File: config.mk
export PLATFORM = sky130hd
export DESIGN_NAME = mux_scan_capture
export DESIGN_NICKNAME = d
export VERILOG_FILES = /design/src/rtl/mux_scan_pkg.sv /design/src/rtl/mux_scan_capture_seg_hex_decoder.sv /design/src/rtl/mux_scan_capture.sv
export SDC_FILE = /design/constraint.sdc
export NUM_CORES = 1
export LEC_CHECK = 0
export BUFFER_PORTS_ARGS = -buffer_cell sky130_fd_sc_hd__buf_2
export CAP_MARGIN = 20
export CORE_MARGIN = 1
export CORE_UTILIZATION = 45
export CTS_CLUSTER_DIAMETER = 80
export CTS_CLUSTER_SIZE = 12
export DETAILED_ROUTE_END_ITERATION = 10
export GPL_TIMING_DRIVEN = 0
export PLACE_DENSITY = 0.7
export SLEW_MARGIN = 5
export SYNTH_ARGS = -nofsm -noshare
export SYNTH_HDL_FRONTEND = slang
export SYNTH_SLANG_ARGS = --single-unit
File: constraint.sdc
create_clock -name clk -period 3.36 [get_ports clk]
set_input_delay 0.84 -clock clk [delete_from_list [all_inputs] [get_ports clk]]
set_output_delay 0.84 -clock clk [all_outputs]
set_load 0.02 [all_outputs]
File: src/rtl/mux_scan_pkg.sv
// Shared definitions for the mux scan sequencer: FSM states, channel count
// and the active-low seven-segment glyphs (bits[7:1] = a..g, bit0 = dp).
package mux_scan_pkg;

    typedef enum logic [0:0] {
        IDLE = 1'b0,
        HOLD = 1'b1
    } scan_state_e;

    localparam int NUM_CH = 4;

    localparam logic [7:0] SEG_0 = 8'h03;
    localparam logic [7:0] SEG_1 = 8'h9F;
    localparam logic [7:0] SEG_2 = 8'h25;
    localparam logic [7:0] SEG_3 = 8'h0D;
    localparam logic [7:0] SEG_4 = 8'h99;
    localparam logic [7:0] SEG_5 = 8'h49;
    localparam logic [7:0] SEG_6 = 8'h41;
    localparam logic [7:0] SEG_7 = 8'h1F;
    localparam logic [7:0] SEG_8 = 8'h01;
    localparam logic [7:0] SEG_9 = 8'h09;
    localparam logic [7:0] SEG_A = 8'h11;
    localparam logic [7:0] SEG_B = 8'hC1;
    localparam logic [7:0] SEG_C = 8'h63;
    localparam logic [7:0] SEG_D = 8'h85;
    localparam logic [7:0] SEG_E = 8'h61;
    localparam logic [7:0] SEG_F = 8'h71;

endpackage

File: src/rtl/mux_scan_capture_seg_hex_decoder.sv
// Hex digit to active-low seven-segment pattern; decimal point always off.
module seg_hex_decoder
    import mux_scan_pkg::*;
(
    input  logic [3:0] digit_i,
    output logic [7:0] seg_o
);

    // Glyph lookup for one hex digit
    always_comb begin
        seg_o = SEG_0;
        case (digit_i)
            4'h0:    seg_o = SEG_0;
            4'h1:    seg_o = SEG_1;
            4'h2:    seg_o = SEG_2;
            4'h3:    seg_o = SEG_3;
            4'h4:    seg_o = SEG_4;
            4'h5:    seg_o = SEG_5;
            4'h6:    seg_o = SEG_6;
            4'h7:    seg_o = SEG_7;
            4'h8:    seg_o = SEG_8;
            4'h9:    seg_o = SEG_9;
            4'hA:    seg_o = SEG_A;
            4'hB:    seg_o = SEG_B;
            4'hC:    seg_o = SEG_C;
            4'hD:    seg_o = SEG_D;
            4'hE:    seg_o = SEG_E;
            4'hF:    seg_o = SEG_F;
            default: seg_o = SEG_0;
        endcase
    end

endmodule

File: src/rtl/mux_scan_capture.sv
// Scan sequencer around a 4-to-1 key-select mux. Drives the select, holds
// each select for SETTLE+1 cycles, captures the mux output on the expiry
// edge into a shadow buffer and publishes all four channels atomically on
// the final capture edge with valid/changed. Optional hex display outputs
// are built when MUX_SCAN_SEG_EN is defined.
module mux_scan_capture
    import mux_scan_pkg::*;
#(
    parameter int SEL_W  = 2,
    parameter int DATA_W = 2,
    parameter int SETTLE = 2
) (
    input  logic                       clk,
    input  logic                       resetn,
    input  logic                       start,
    input  logic                       cont,
    input  logic [DATA_W-1:0]          data_in,
    output logic [SEL_W-1:0]           sel,
    output logic [NUM_CH*DATA_W-1:0]   results,
    output logic                       valid,
    output logic                       changed,
    output logic                       busy
`ifdef MUX_SCAN_SEG_EN
    ,
    output logic [7:0]                 seg0,
    output logic [7:0]                 seg1,
    output logic [7:0]                 seg2,
    output logic [7:0]                 seg3
`endif
);

    localparam int CNT_W = (SETTLE < 2) ? 1 : $clog2(SETTLE + 1);
    localparam logic [CNT_W-1:0] CNT_RELOAD = CNT_W'(SETTLE);
    localparam logic [SEL_W-1:0] LAST_SEL   = SEL_W'(NUM_CH - 1);

    scan_state_e                state_q, state_d;
    logic [CNT_W-1:0]           cnt_q, cnt_d;
    logic [SEL_W-1:0]           sel_q, sel_d;
    logic [NUM_CH*DATA_W-1:0]   shadow_q, shadow_d;
    logic [NUM_CH*DATA_W-1:0]   results_q, results_d;
    logic                       valid_q, valid_d;
    logic                       changed_q, changed_d;
    logic                       busy_q, busy_d;
    logic [NUM_CH*DATA_W-1:0]   capture_s;

    // Shadow buffer with the current mux output dropped into the selected slot
    always_comb begin
        capture_s = shadow_q;
        for (int i = 0; i < NUM_CH; i++) begin
            if (sel_q == SEL_W'(i)) begin
                capture_s[DATA_W*i +: DATA_W] = data_in;
            end else begin
                capture_s[DATA_W*i +: DATA_W] = shadow_q[DATA_W*i +: DATA_W];
            end
        end
    end

    // Next-state logic: settle countdown, capture on expiry, publish on last channel
    always_comb begin
        state_d   = state_q;
        cnt_d     = cnt_q;
        sel_d     = sel_q;
        shadow_d  = shadow_q;
        results_d = results_q;
        valid_d   = 1'b0;
        changed_d = changed_q;
        busy_d    = busy_q;
        case (state_q)
            IDLE: begin
                if (start) begin
                    state_d = HOLD;
                    sel_d   = {SEL_W{1'b0}};
                    cnt_d   = CNT_RELOAD;
                    busy_d  = 1'b1;
                end else begin
                    state_d = IDLE;
                end
            end
            HOLD: begin
                if (cnt_q != {CNT_W{1'b0}}) begin
                    cnt_d = cnt_q - CNT_W'(1);
                end else begin
                    shadow_d = capture_s;
                    cnt_d    = CNT_RELOAD;
                    if (sel_q != LAST_SEL) begin
                        sel_d = sel_q + SEL_W'(1);
                    end else begin
                        // Final capture: publish the whole snapshot in one edge
                        results_d = capture_s;
                        valid_d   = 1'b1;
                        changed_d = (capture_s != results_q);
                        sel_d     = {SEL_W{1'b0}};
                        if (cont) begin
                            busy_d = 1'b1;
                        end else begin
                            busy_d  = 1'b0;
                            state_d = IDLE;
                        end
                    end
                end
            end
            default: begin
                state_d = IDLE;
                busy_d  = 1'b0;
                sel_d   = {SEL_W{1'b0}};
            end
        endcase
    end

    // State and output registers; asynchronous reset discards any partial scan
    always_ff @(posedge clk or negedge resetn) begin
        if (!resetn) begin
            state_q   <= IDLE;
            cnt_q     <= {CNT_W{1'b0}};
            sel_q     <= {SEL_W{1'b0}};
            shadow_q  <= {(NUM_CH*DATA_W){1'b0}};
            results_q <= {(NUM_CH*DATA_W){1'b0}};
            valid_q   <= 1'b0;
            changed_q <= 1'b0;
            busy_q    <= 1'b0;
        end else begin
            state_q   <= state_d;
            cnt_q     <= cnt_d;
            sel_q     <= sel_d;
            shadow_q  <= shadow_d;
            results_q <= results_d;
            valid_q   <= valid_d;
            changed_q <= changed_d;
            busy_q    <= busy_d;
        end
    end

    assign sel     = sel_q;
    assign results = results_q;
    assign valid   = valid_q;
    assign changed = changed_q;
    assign busy    = busy_q;

`ifdef MUX_SCAN_SEG_EN
    logic [3:0] digit_s [NUM_CH];

    // Zero-extend each published channel to a hex digit
    always_comb begin
        for (int i = 0; i < NUM_CH; i++) begin
            digit_s[i] = 4'(results_q[DATA_W*i +: DATA_W]);
        end
    end

    seg_hex_decoder u_seg0 (.digit_i(digit_s[0]), .seg_o(seg0));
    seg_hex_decoder u_seg1 (.digit_i(digit_s[1]), .seg_o(seg1));
    seg_hex_decoder u_seg2 (.digit_i(digit_s[2]), .seg_o(seg2));
    seg_hex_decoder u_seg3 (.digit_i(digit_s[3]), .seg_o(seg3));
`endif

endmodule

==> impl_results.md <==
- Worst max-slew margin expressed relative to the limit: ~66%
- Number of clock buffers inserted by TritonCTS: 3
- Total leakage power: around 0.00061 uW
- Buffers plus inverters on the worst setup path: 1
- Mean Syn Cell Area: around 11 um^2
- I/O Pins: 19
- Dominant register cell in the synthesized netlist: sky130_fd_sc_hd__dfrtp_1
- Critical Path RT: roughly 3.5 ns
- Reg2reg start: sel[0]
- Number of nets in the finished design: approximately 140
- Portion of synthesized cell area occupied by the leading cell type: between 50% and 60%
- Setup-failing EPs final: 0
- Area fraction in compound gates after synthesis: 7.30%
- Antenna Violating Nets Remaining: 0
- Clock tree skew after final layout: 0.00782 ns
- Synth top cells by count: 23 x sky130_fd_sc_hd__dfrtp_1, 17 x sky130_fd_sc_hd__nand2_1, 8 x sky130_fd_sc_hd__mux2i_1, 8 x sky130_fd_sc_hd__o21ai_0
- Slew @ Worst Pin: around 0.51 ns
- Most common cell in the synthesized netlist: sky130_fd_sc_hd__dfrtp_1
- Share of the cycle needed by the critical path after routing: between 50% and 60%
- Synth Warn #: 0
- Via Count: around 790
- Met2 routing resource usage after global routing: about 30%
- TritonCTS clock tree: yes
- Number of H-tree levels: 1
- Fraction of final layout cells with drive strength greater than 1: between 20 and 30%
- Worst path max stage delay: 0.45 ns
- Worst reg2reg path depth: 6
- Met1 Track Usage GR: between 20% and 30%
- Routed Wire Length: 2.05 mm
- Maximum number of pins on one net before global-route repair: 24
- Starting Density: 49.0%
- Most used routing layer: met2
- Iteration-0 DRC count of the detailed router: 10
- Outcome: complete, no violations
- Number of buffers inserted to repair setup after CTS: 0
- Critical path startpoint: sel[0]
- Max-slew violation count: 0
- Cell with the largest stage delay on the worst path: sky130_fd_sc_hd__dfrtp_1
- Die X: 51.8 um
- Critical Path Source Type: register
- Post-Place Worst Slack: between 1 and 1.5 ns
- Antenna diode count: 0
- Worst Setup Path Type: register to register
- Simple-gate share of the synthesized area: between 10% and 20%
- GRT met3 Usage: around 2.6%
- Die outline area: 0.00268 mm^2
- Standard-cell rows: 17
- Synth Instances: 103
- Core area: between 0.002 and 0.0025 mm^2
- Reg2Reg Setup Slack: between 1.5 and 2 ns
- Area of the mapped netlist: approximately 0.0011 mm^2
- Critical path, cell by cell: inv_1 > ha_1 > mux2i_1 > xnor2_1 > nor4_2 > a41oi_1
- Residual DRC: 0
- Mux cell area share after synthesis: a little over an eighth
- Sequential fraction of the synthesis area: 51.6%
- Worst ir drop on vdd: around 0.51 mV
- Initial antenna violation count: 0
- First-pass GRT wire length: roughly 3.6 mm
- Critical Path Stages: 6
- Post-synth ARST share: 100%
- EDFF count, synth: 0
- Final worst-path setup slack: roughly 1.5 ns
- Setup TNS after final layout: 0 ns
- Flip-flop and latch count after synthesis: 23
- Residual overflow from global routing: 0
- Layout overhead on the synthesized area: 13.2%
- Quantity of hold-fixing buffers added after cts: 0
- Vias in the first global route: just under 800
- Worst Setup End Kind: register
- Number of iterations in the first detailed-routing pass: 4
- Final design area excluding fillers: around 0.0013 mm^2
- Setup crit end: changed
- Area share of xor/xnor cells in the synthesized design: approximately 6.3%
- Number of endpoints with negative hold slack in the final report: 0
- Fmax: 0.544 GHz
- Chip height: slightly above 50 um
- Clock latency reported for the late side of the worst-skew pair: between 0.3 and 0.4 ns
- Category of cells accounting for the largest share of critical-path delay: flip-flops
- CTS Root Buffer Type: sky130_fd_sc_hd__clkbuf_4
- Total placed instance area: approximately 0.0012 mm^2
- Adder and majority cell fraction of the synthesized area: under 10%
- Cell type with the largest total area after synthesis: sky130_fd_sc_hd__dfrtp_1
- Detail Placement HPWL: 1.53 mm
- Arrival @ worst endpoint: approximately 2.0 ns
- Input/output buffers: 17
- Via count normalized by instance count: 5.18
- Count of maximum capacitance violations: 0
- RSZ-0062 raised after global routing: no
- Dominant combinational cell family by area after synthesis: multiplexers
- Total global-route track usage: a little under a fifth
- Final Core Density: 55.5%
- Post-DR wirelength/cell: between 10 and 15 um
- Largest cells by area after synthesis: sky130_fd_sc_hd__dfrtp_1 52%, sky130_fd_sc_hd__mux2i_1 7.2%, sky130_fd_sc_hd__ha_1 6.7%, sky130_fd_sc_hd__mux2_2 6.1%, sky130_fd_sc_hd__nand2_1 5.7%
- Library cells used by synthesis: 20
- Worst reg2reg path endpoint: changed
- Clk buf depth: 2
- Power density over the cells: approximately 1000 mW/mm^2
- Post-CTS resize count: 0
- Worst hold path type: primary input to async pin
- CP max FO: 5
- Mapped Nets: ~120
- Clock edge transition at the registers on the reported setup and hold paths: 0.13 ns
- Number of sinks handled by clock tree synthesis: 23
- Min cycle time layout: around 1.8 ns
- Global placer's final weighted congestion: between 0.7 and 0.8
==> placed cells by master, fill, tap and decap left out, drive strengths merged, types with 5 or more instances in the layout <==
| master | instances |
|---|---|
| ha | 6 |
| buf | 19 |
| nand2 | 17 |
| mux2i | 8 |
| xnor2 | 5 |
| mux2 | 6 |
| dfrtp | 23 |
| o21ai | 8 |
| inv | 6 |
| clkbuf | 5 |
==> stage by stage <==
| stage | hold slack [ns] | total power, uW | instances |
|---|---|---|---|
| global route | 0.509 | 1410 | 152 |
| CTS | 0.496 | 1300 | 152 |
| global placement | 0.463 | 1150 | 148 |
| finish | 0.486 | 1290 | 152 |
| detailed placement | 0.471 | 1180 | 148 |
| floorplan | 0.445 | 998 | 103 |
==> how the worst min path moves through the flow <==
stage	startpoint	end	slack (ns)	depth (start not counted)
2_1_floorplan	shadow_q[6]	shadow_q[6]	0.45	2
3_3_place_gp	shadow_q[6]	shadow_q[6]	0.46	2
3_5_place_dp	shadow_q[6]	shadow_q[6]	0.47	2
4_1_cts	resetn	results[0]	0.50	1
5_1_grt	resetn	results[2]	0.51	1
6_report	resetn	state_q	0.49	1
==> registers in the layout, summed over array words and instances (netlist names) <==
register,cells
results,8
busy,1
changed,1
cnt_q,2
valid,1
sel,2
shadow_q,7
state_q,1
==> final cells by class <==
type,count,area (um^2)
inverters,6,22.5
flip-flops and latches,23,576
plain buffers,4,17.5
clock inverters,1,5.00
clock buffers,3,22.5
repair buffers,17,85.1
well taps,28,35.0
fillers,202,1010
multi-input cells,70,499
==> worst reg2reg max path, delay by kind of cell (launching register included) <==
family / cells / cell delay [ns]
mux: 1 / 0.30
simple gates: 1 / 0.30
fa+ha+maj: 1 / 0.24
flops: 1 / 0.45
buf+inv: 1 / 0.14
compound gates: 1 / 0.16
xor+xnor: 1 / 0.12
==> cell families (layout without fill, tap and decap cells) <==
group	after synthesis	count (layout)
mux	14	14
fa+ha+maj	6	6
flops	23	23
compound gates	14	14
buf+inv	10	31
simple gates	28	28
xor+xnor	8	8
==> power by group <==
part / total (uW) / internal [uW] / switching, uW / leakage (uW)
Clock: 126 / 44.4 / 81.5 / 0.0000177
Combinational: 665 / 288 / 377 / 0.000327
Sequential: 502 / 410 / 92.7 / 0.000269
==> per-layer routing <==
layer | vias to the layer above | wire length, um
met1 | 384 | 989
met5 | - | 0
met2 | 15 | 972
li1 | 387 | -
met3 | 2 | 68
met4 | 0 | 17
Power figures use the tool's default switching activity.
